## src/rtl/cb_pingpong_transpose_if.sv

```systemverilog
// cb_pingpong_transpose_if: stream bundle for the corner-turn buffer.
// master drives input beats and output ready; slave is the buffer.
interface cb_pingpong_transpose_if #(
  parameter int LANES = 8,
  parameter int DW    = 10
);
  logic                in_valid;
  logic                in_ready;
  logic [LANES*DW-1:0] dinre;
  logic [LANES*DW-1:0] dinim;
  logic                out_valid;
  logic                out_ready;
  logic [LANES*DW-1:0] doutre;
  logic [LANES*DW-1:0] doutim;
  logic                out_last;
  logic                busy;

  modport master (
    output in_valid, dinre, dinim, out_ready,
    input  in_ready, out_valid, doutre, doutim, out_last, busy
  );

  modport slave (
    input  in_valid, dinre, dinim, out_ready,
    output in_ready, out_valid, doutre, doutim, out_last, busy
  );
endinterface

```

## src/rtl/cb_pingpong_transpose.sv

```systemverilog
// cb_pingpong_transpose: ping-pong LANESxLANES complex corner turn.
// CB_BITREV_EN: emit columns in bit-reversed order on the read side.
module cb_pingpong_transpose #(
  parameter int LANES = 8,
  parameter int DW    = 10
) (
  input logic                   clk,
  input logic                   rst_n,
  input logic                   flush,
  cb_pingpong_transpose_if.slave bus
);
  localparam int AW = $clog2(LANES);
  typedef logic [AW-1:0] cnt_t;
  localparam cnt_t LAST = cnt_t'(LANES - 1);

  logic [DW-1:0] re_q [2][LANES][LANES];
  logic [DW-1:0] im_q [2][LANES][LANES];

  logic [1:0] full_q, full_d;
  logic       wr_bank_q, wr_bank_d;
  logic       rd_bank_q, rd_bank_d;
  cnt_t       wr_cnt_q, wr_cnt_d;
  cnt_t       rd_cnt_q, rd_cnt_d;
  cnt_t       col;
  logic       wr_fire, rd_fire;

  assign bus.in_ready  = !full_q[wr_bank_q];
  assign bus.out_valid = full_q[rd_bank_q];
  assign bus.out_last  = bus.out_valid && (rd_cnt_q == LAST);
  assign bus.busy      = (|full_q) || (wr_cnt_q != '0);

  assign wr_fire = bus.in_valid && bus.in_ready;
  assign rd_fire = bus.out_valid && bus.out_ready;

`ifdef CB_BITREV_EN
  // reverse the column index bits for natural-order FFT output
  always_comb begin
    col = '0;
    for (int b = 0; b < AW; b++) begin
      col[b] = rd_cnt_q[AW-1-b];
    end
  end
`else
  assign col = rd_cnt_q;
`endif

  // pointer and full-flag update; flush overrides any handshake
  always_comb begin
    full_d    = full_q;
    wr_bank_d = wr_bank_q;
    rd_bank_d = rd_bank_q;
    wr_cnt_d  = wr_cnt_q;
    rd_cnt_d  = rd_cnt_q;
    if (flush) begin
      full_d    = '0;
      wr_bank_d = 1'b0;
      rd_bank_d = 1'b0;
      wr_cnt_d  = '0;
      rd_cnt_d  = '0;
    end else begin
      if (wr_fire) begin
        wr_cnt_d = wr_cnt_q + cnt_t'(1);
        if (wr_cnt_q == LAST) begin
          full_d[wr_bank_q] = 1'b1;
          wr_bank_d         = !wr_bank_q;
        end
      end
      if (rd_fire) begin
        rd_cnt_d = rd_cnt_q + cnt_t'(1);
        if (rd_cnt_q == LAST) begin
          full_d[rd_bank_q] = 1'b0;
          rd_bank_d         = !rd_bank_q;
        end
      end
    end
  end

  // control state with asynchronous clear
  always_ff @(posedge clk or negedge rst_n) begin
    if (!rst_n) begin
      full_q    <= '0;
      wr_bank_q <= 1'b0;
      rd_bank_q <= 1'b0;
      wr_cnt_q  <= '0;
      rd_cnt_q  <= '0;
    end else begin
      full_q    <= full_d;
      wr_bank_q <= wr_bank_d;
      rd_bank_q <= rd_bank_d;
      wr_cnt_q  <= wr_cnt_d;
      rd_cnt_q  <= rd_cnt_d;
    end
  end

  // store an accepted beat as one row of the write bank
  always_ff @(posedge clk) begin
    if (wr_fire && !flush) begin
      for (int c = 0; c < LANES; c++) begin
        re_q[wr_bank_q][wr_cnt_q][c] <= bus.dinre[c*DW +: DW];
        im_q[wr_bank_q][wr_cnt_q][c] <= bus.dinim[c*DW +: DW];
      end
    end
  end

  // output beat is one column of the read bank, row r on lane r
  always_comb begin
    bus.doutre = '0;
    bus.doutim = '0;
    for (int r = 0; r < LANES; r++) begin
      bus.doutre[r*DW +: DW] = re_q[rd_bank_q][r][col];
      bus.doutim[r*DW +: DW] = im_q[rd_bank_q][r][col];
    end
  end
endmodule

```

## src/flat_wrapper.sv

```systemverilog
// flat-port wrapper written by rule: the top's interface ports become plain ports
module cb_pingpong_transpose_flat 
#(
  parameter int LANES = 8,
  parameter int DW    = 10
)
  (clk, rst_n, flush, bus_in_valid, bus_dinre, bus_dinim, bus_out_ready, bus_in_ready, bus_out_valid, bus_doutre, bus_doutim, bus_out_last, bus_busy);
  cb_pingpong_transpose_if #(.LANES(LANES), .DW(DW)) bus_i ();
  input logic clk;
  input logic rst_n;
  input logic flush;
  input wire logic [$bits(bus_i.in_valid)-1:0] bus_in_valid;
  input wire logic [$bits(bus_i.dinre)-1:0] bus_dinre;
  input wire logic [$bits(bus_i.dinim)-1:0] bus_dinim;
  input wire logic [$bits(bus_i.out_ready)-1:0] bus_out_ready;
  output wire logic [$bits(bus_i.in_ready)-1:0] bus_in_ready;
  output wire logic [$bits(bus_i.out_valid)-1:0] bus_out_valid;
  output wire logic [$bits(bus_i.doutre)-1:0] bus_doutre;
  output wire logic [$bits(bus_i.doutim)-1:0] bus_doutim;
  output wire logic [$bits(bus_i.out_last)-1:0] bus_out_last;
  output wire logic [$bits(bus_i.busy)-1:0] bus_busy;
  assign bus_i.in_valid = bus_in_valid;
  assign bus_i.dinre = bus_dinre;
  assign bus_i.dinim = bus_dinim;
  assign bus_i.out_ready = bus_out_ready;
  assign bus_in_ready = bus_i.in_ready;
  assign bus_out_valid = bus_i.out_valid;
  assign bus_doutre = bus_i.doutre;
  assign bus_doutim = bus_i.doutim;
  assign bus_out_last = bus_i.out_last;
  assign bus_busy = bus_i.busy;
  cb_pingpong_transpose #(.LANES(LANES), .DW(DW)) u_core (.clk(clk), .rst_n(rst_n), .flush(flush), .bus(bus_i));
endmodule
```

## config.mk

```make
export PLATFORM = sky130hd
export DESIGN_NAME = cb_pingpong_transpose_flat
export DESIGN_NICKNAME = d
export VERILOG_FILES = /design/src/rtl/cb_pingpong_transpose_if.sv /design/src/rtl/cb_pingpong_transpose.sv /design/src/flat_wrapper.sv
export SDC_FILE = /design/constraint.sdc
export NUM_CORES = 2
export LEC_CHECK = 0
export CORE_MARGIN = 2
export CORE_UTILIZATION = 55
export CTS_CLUSTER_SIZE = 24
export DETAILED_ROUTE_END_ITERATION = 10
export PLACE_DENSITY = 0.73
export REMOVE_ABC_BUFFERS = 1
export SLEW_MARGIN = 20
export SYNTH_ARGS = -nofsm -noshare
export SYNTH_HDL_FRONTEND = slang
export SYNTH_SLANG_ARGS = --single-unit
```

## constraint.sdc

```tcl
create_clock -name clk -period 25.4 [get_ports clk]
set_clock_uncertainty 0.05 [all_clocks]
set_input_delay 5.08 -clock clk [delete_from_list [all_inputs] [get_ports clk]]
set_output_delay 5.08 -clock clk [all_outputs]
set_load 0.02 [all_outputs]
```

# Word-level counts from Yosys, hierarchy flattened
# Memory sizes are Yosys's and may differ from the RTL's.
# Index checks and enable logic that the tools add are counted.
[classes] n_addsub=2 order_cmp=7 eq_ne=2 n_mux=9057 bitwise_logic=8965 reduce_logical=20
[op_table] operator="$mux 1" n=8973
[op_table] operator="$or 1x1->1" n=8960
[op_table] operator="$mux 640" n=8
[op_table] operator="$demux 80 s3" n=8
[op_table] operator="$bmux 10 s3" n=16
[op_table] operator="$mux 10" n=33
[op_table] operator="$mux 80" n=1
[op_table] operator="$mux 70" n=1
[op_table] operator="$mux 60" n=1
[op_table] operator="$mux 50" n=1
[op_table] operator="$mux 40" n=1
[op_table] operator="$mux 30" n=1
[op_table] operator="$mux 20" n=1
[op_table] operator="$mux 2" n=6
[op_table] operator="$mux 3" n=4
[op_table] operator="$ge 4x4->1 const B" n=2
[op_table] operator="$not 3->4" n=2
[op_table] operator="$reduce_bool 2->1" n=4
[op_table] operator="$logic_and 1x1->1" n=7
[op_table] operator="$add 3x1->3 const B" n=2
[op_table] operator="$eq 3x3->1 const B" n=2
[op_table] operator="$logic_not 1->1" n=4
[op_table] operator="$lt 1x2->1 const B" n=2
[op_table] operator="$lt 4x1->1 const B" n=1
[op_table] operator="other kinds (9)" n=12
[totals] ff_bits=10 mem_bits_rw=2560 input_bits=165 output_inout_bits=164 memories=2
[mem_list] name="u_core.im_q" words=2 word_bits=640 rd=1 rd_ports_with_merged_regs=0 wr=1 line_no="cb_pingpong_transpose.sv:17" text="logic [DW-1:0] im_q [2][LANES][LANES];"
[mem_list] name="u_core.re_q" words=2 word_bits=640 rd=1 rd_ports_with_merged_regs=0 wr=1 line_no="cb_pingpong_transpose.sv:16" text="logic [DW-1:0] re_q [2][LANES][LANES];"

# Longest topological paths before layout
[depth] word_depth=14 mapped_depth=8 ltp_nobuf=6

# Worst setup path before layout
# No wires, ideal clock.
[synth_path] path_type="input -> register" from="input flush" to="memory u_core.im_q[0][0] (netlist bit) (enable)" setup_ps=682 arrival_ps=12398 required_ps=24668 path_slack_ps=12270 cell_stages=5 cell_sequence="nor2b_1 > buf_2 > nand4_4 > clkbuf_1 > nor2_1"
[synth_between] elab_chain_len=11
[synth_lines] item="start, declared" line_no="flat_wrapper.sv:11" text="input logic flush;"
[synth_lines] item="$logic_not 1->1 *" line_no="cb_pingpong_transpose.sv:97" text="if (wr_fire && !flush) begin"
[synth_lines] item="$logic_and 1x1->1 *" line_no="cb_pingpong_transpose.sv:97"
[synth_lines] item="$mux 1 *" line_no="cb_pingpong_transpose.sv:97"
[synth_lines] item="$mux 640 (implied by the code)" line_no="cb_pingpong_transpose.sv:100" text="im_q[wr_bank_q][wr_cnt_q][c] <= bus.dinim[c*DW +: DW];"
[synth_lines] item="$or 1x1->1 (no source line) (6 in series)"
[synth_lines] item="$or 1x1->1 (no source line) *"
[synth_lines] item="end, declared" line_no="cb_pingpong_transpose.sv:17"
# Mark *: on every way between the ends. The rest lies on a longest branch, timed or not.

# Worst setup path in the final report
[layout_path] from="register u_core.rd_bank_q" to="output bus_doutim[57]"
[layout_between] elab_chain_len=4
[layout_lines] item="start, declared" line_no="cb_pingpong_transpose.sv:21" text="logic rd_bank_q, rd_bank_d;"
[layout_lines] item="start signal, assigned" line_no="cb_pingpong_transpose.sv:89" text="rd_bank_q <= rd_bank_d;"
[layout_lines] item="$mem_v2 2x640"
[layout_lines] item="$bmux 10 s3" line_no="cb_pingpong_transpose.sv:111" text="bus.doutim[r*DW +: DW] = im_q[rd_bank_q][r][col];"
[layout_lines] item="$mux 10 (implied by the code) (2 in series)" line_no="cb_pingpong_transpose.sv:111"
[layout_lines] item="end, declared" line_no="flat_wrapper.sv:19" text="output wire logic [$bits(bus_i.doutim)-1:0] bus_doutim;"
# No other way between the ends. The select of a mux whose other input is x is not followed.

==> reports/results.ini <==
[global_routing]
antenna_found_initial = 7
grt_max_degree = 145
grt_use_total_pct = 27.6
grt_util_met3_pct = 5.25
grt.met2_usage_pct = 45.6
busiest_layer = met2
grt_pass1_wl_um = 390000
overflow = 0
grt.met1_usage_pct = 37.1
grt_pass1_vias = 58809

[sta]
fmax_ghz = 0.0874
rsz0062_at_grt = false
worst_slew_pin_slew_ps = 1220
drv_slew = 0
relSlewSlack_pct = 18.9
setup_ws_ps = 13960
period_needed_ps = 11440
tns_ps = 0
finalSetupViolCount = 0
finalHoldViolCount = 0
fin_crit_sh_pct = 45.0

[routing]
ant_nets = 0
first_pass_iters = 8
dr_total_vias = 58120
wl_per_cell_um = 30.6
drt-initial-drc-count = 7944
route.detailed.drc = 0
routed_wl_um = 269000
vias_per_cell = 6.61

[logic_synthesis]
synth_seq_area_share_pct = 73.5
syn_area_mm2 = 0.105
synth_cell_types = 35
ys_warn_count = 0
synth-async-reset-ratio_pct = 0.389
synth_cells = 5775
avgSynthCellArea_um2 = 18.2
synth_flop_cell = edfxtp_1
ys_ff_latch = 2570
synth_edf_count = 2560

[finish]
final_area_mm2 = 0.119
final_cell_mix = edfxtp_1, o21ai_0, mux4_2
n_fill_cell = 12957
layout_commonest_cell = edfxtp_1
drive_gt1_share_pct = 17.1
final_net_count = 6264
stdcell_count = 8792
syn_to_final_growth_pct = 13.1

[clock_tree]
clk_latency_ps = 900
ctsHoldBuffers = 0
cts_buffer_depth = 4
cts.repair.resized = 0
post_cts_buffers = 0
htreeDepth = 5
cts_tree = done
cts_root_buf = clkbuf_16
cts.sinks = 2570
cts_made_buffers = 275
clk_pin_slew_ps = 60

[power_and_ir_drop]
power.density_mw_per_mm2 = 73.6
power.leakage_nw = 38.0
max-vdd-ir-drop_uv = 51.7

[place]
dpl.hpwl_um = 160000
io_buffers = 328
placed_cells = 8328
gp_congestion = 0.790
detailed_place.area_mm2 = 0.111
dp_slack_ps = 14670

[job]
drv_cap = 0

[worst_setup_path]
worstPathArrival_ps = 6310
r2r_cells = 8
crit_fanout = 92
critPathLaunchType = flip-flop
crit_path_end_kind = primary output
path_class = reg -> out
worstPathRequired_ps = 20270

[worst_hold_path]
hold_depth = 2
min_path_type = reg -> reg

[floorplanning]
dieArea_mm2 = 0.194
core.rowCount = 160
core_mm2 = 0.190
initial_core_util_pct = 55.3
pin_count = 329
die_y_um = 441
fp.dieW_um = 441

[status]
outcome = finished clean

## routing by layer
| layer | vias to the layer above | share of wire (%) |
|---|---|---|
| li1 | 24168 | - |
| met1 | 30266 | 37 |
| met2 | 3199 | 50 |
| met3 | 483 | 9.5 |
| met4 | 4 | 3.5 |
| met5 | - | 0.010 |
## critical path: stages, from the launching register on
cell	delay (ps)
dfrtp_4	790
buf_4	650
buf_12	580
buf_4	740
buf_4	830
mux4_2	600
a22oi_1	220
nand2_1	190
clkdlybuf4s50_1	590
## final cells by class
class / instances / area (um^2) / area share (%)
Inverter: 143 / 537 / 0.452
Tap cell: 2511 / 3140 / 2.64
Clock buffer: 339 / 7290 / 6.14
Sequential cell: 2570 / 77100 / 64.9
Multi-Input combinational cell: 2654 / 25500 / 21.5
Timing Repair Buffer: 450 / 4240 / 3.57
Antenna cell: 2 / 5.00 / 0.00421
Clock inverter: 123 / 940 / 0.791
## cells by family (layout without fill, tap and decap cells)
family | after synthesis | count (layout) | synth area share, %
AND/OR/NAND/NOR | 435 | 435 | 1.89
XOR/XNOR | 2 | 2 | 0.0167
AO/OA/AOI/OAI | 1490 | 1490 | 8.55
buffers and inverters | 551 | 1055 | 2.46
adder cells (fa/ha/maj) | 5 | 5 | 0.0596
flip-flops | 2570 | 2570 | 73.5
other | 0 | 2 | 0
multiplexers | 722 | 722 | 13.6
## report_power, final
group / internal (mW) / switching [mW]
Clock: 2.18 / 1.57
Sequential: 4.71 / 0.00701
Combinational: 0.0859 / 0.196
Total: 6.97 / 1.77
## stage by stage
step	hold WS (ps)	total power, mW	utilization, %
finish	580	8.74	62.5
global route	616	8.97	62.5
CTS	577	8.78	62.5
detailed placement	570	5.09	58.2
global placement	552	5.07	58.2
floorplan	507	4.95	-
## registers in the layout, indices dropped and copies added, names as in the netlist
name              flops
u_core.wr_cnt_q       3
u_core.rd_bank_q      1
u_core.wr_bank_q      1
u_core.re_q        1280
u_core.col            3
u_core.full_q         2
u_core.im_q        1280
## synthesized netlist by cell type, types with 53 or more instances
cell      instances  area, um^2
edfxtp_1       2560       76900
o21ai_0         762        3810
mux4_2          560       12600
a22oi_1         295        2210
a21o_1          280        2100
nand2_1         258         968
clkbuf_1        162         608
mux2i_1         161        1610
inv_1           143         537
buf_2           108         541
o21ai_1          80         400
o22ai_1          66         413
buf_4            63         473
nor2_1           53         199
## final timing paths
check                                                    start                             end  slack, ps
worst max-delay path              u_core.rd_bank_q$_DFFE_PN0P_                  bus_doutim[57]      13960
worst min-delay path            u_core.wr_cnt_q[2]$_DFFE_PN0P_  u_core.wr_cnt_q[2]$_DFFE_PN0P_        580
worst max register to register      u_core.full_q[1]$_DFF_PN0_   u_core.re_q[0][458]$_DFFE_PP_      20310
worst min register to register  u_core.wr_cnt_q[2]$_DFFE_PN0P_  u_core.wr_cnt_q[2]$_DFFE_PN0P_        580
max in group asynchronous                                rst_n    u_core.rd_bank_q$_DFFE_PN0P_      20140
min in group asynchronous                                rst_n      u_core.full_q[1]$_DFF_PN0_       4580
Note: power is estimated with default switching activity, not from simulation.
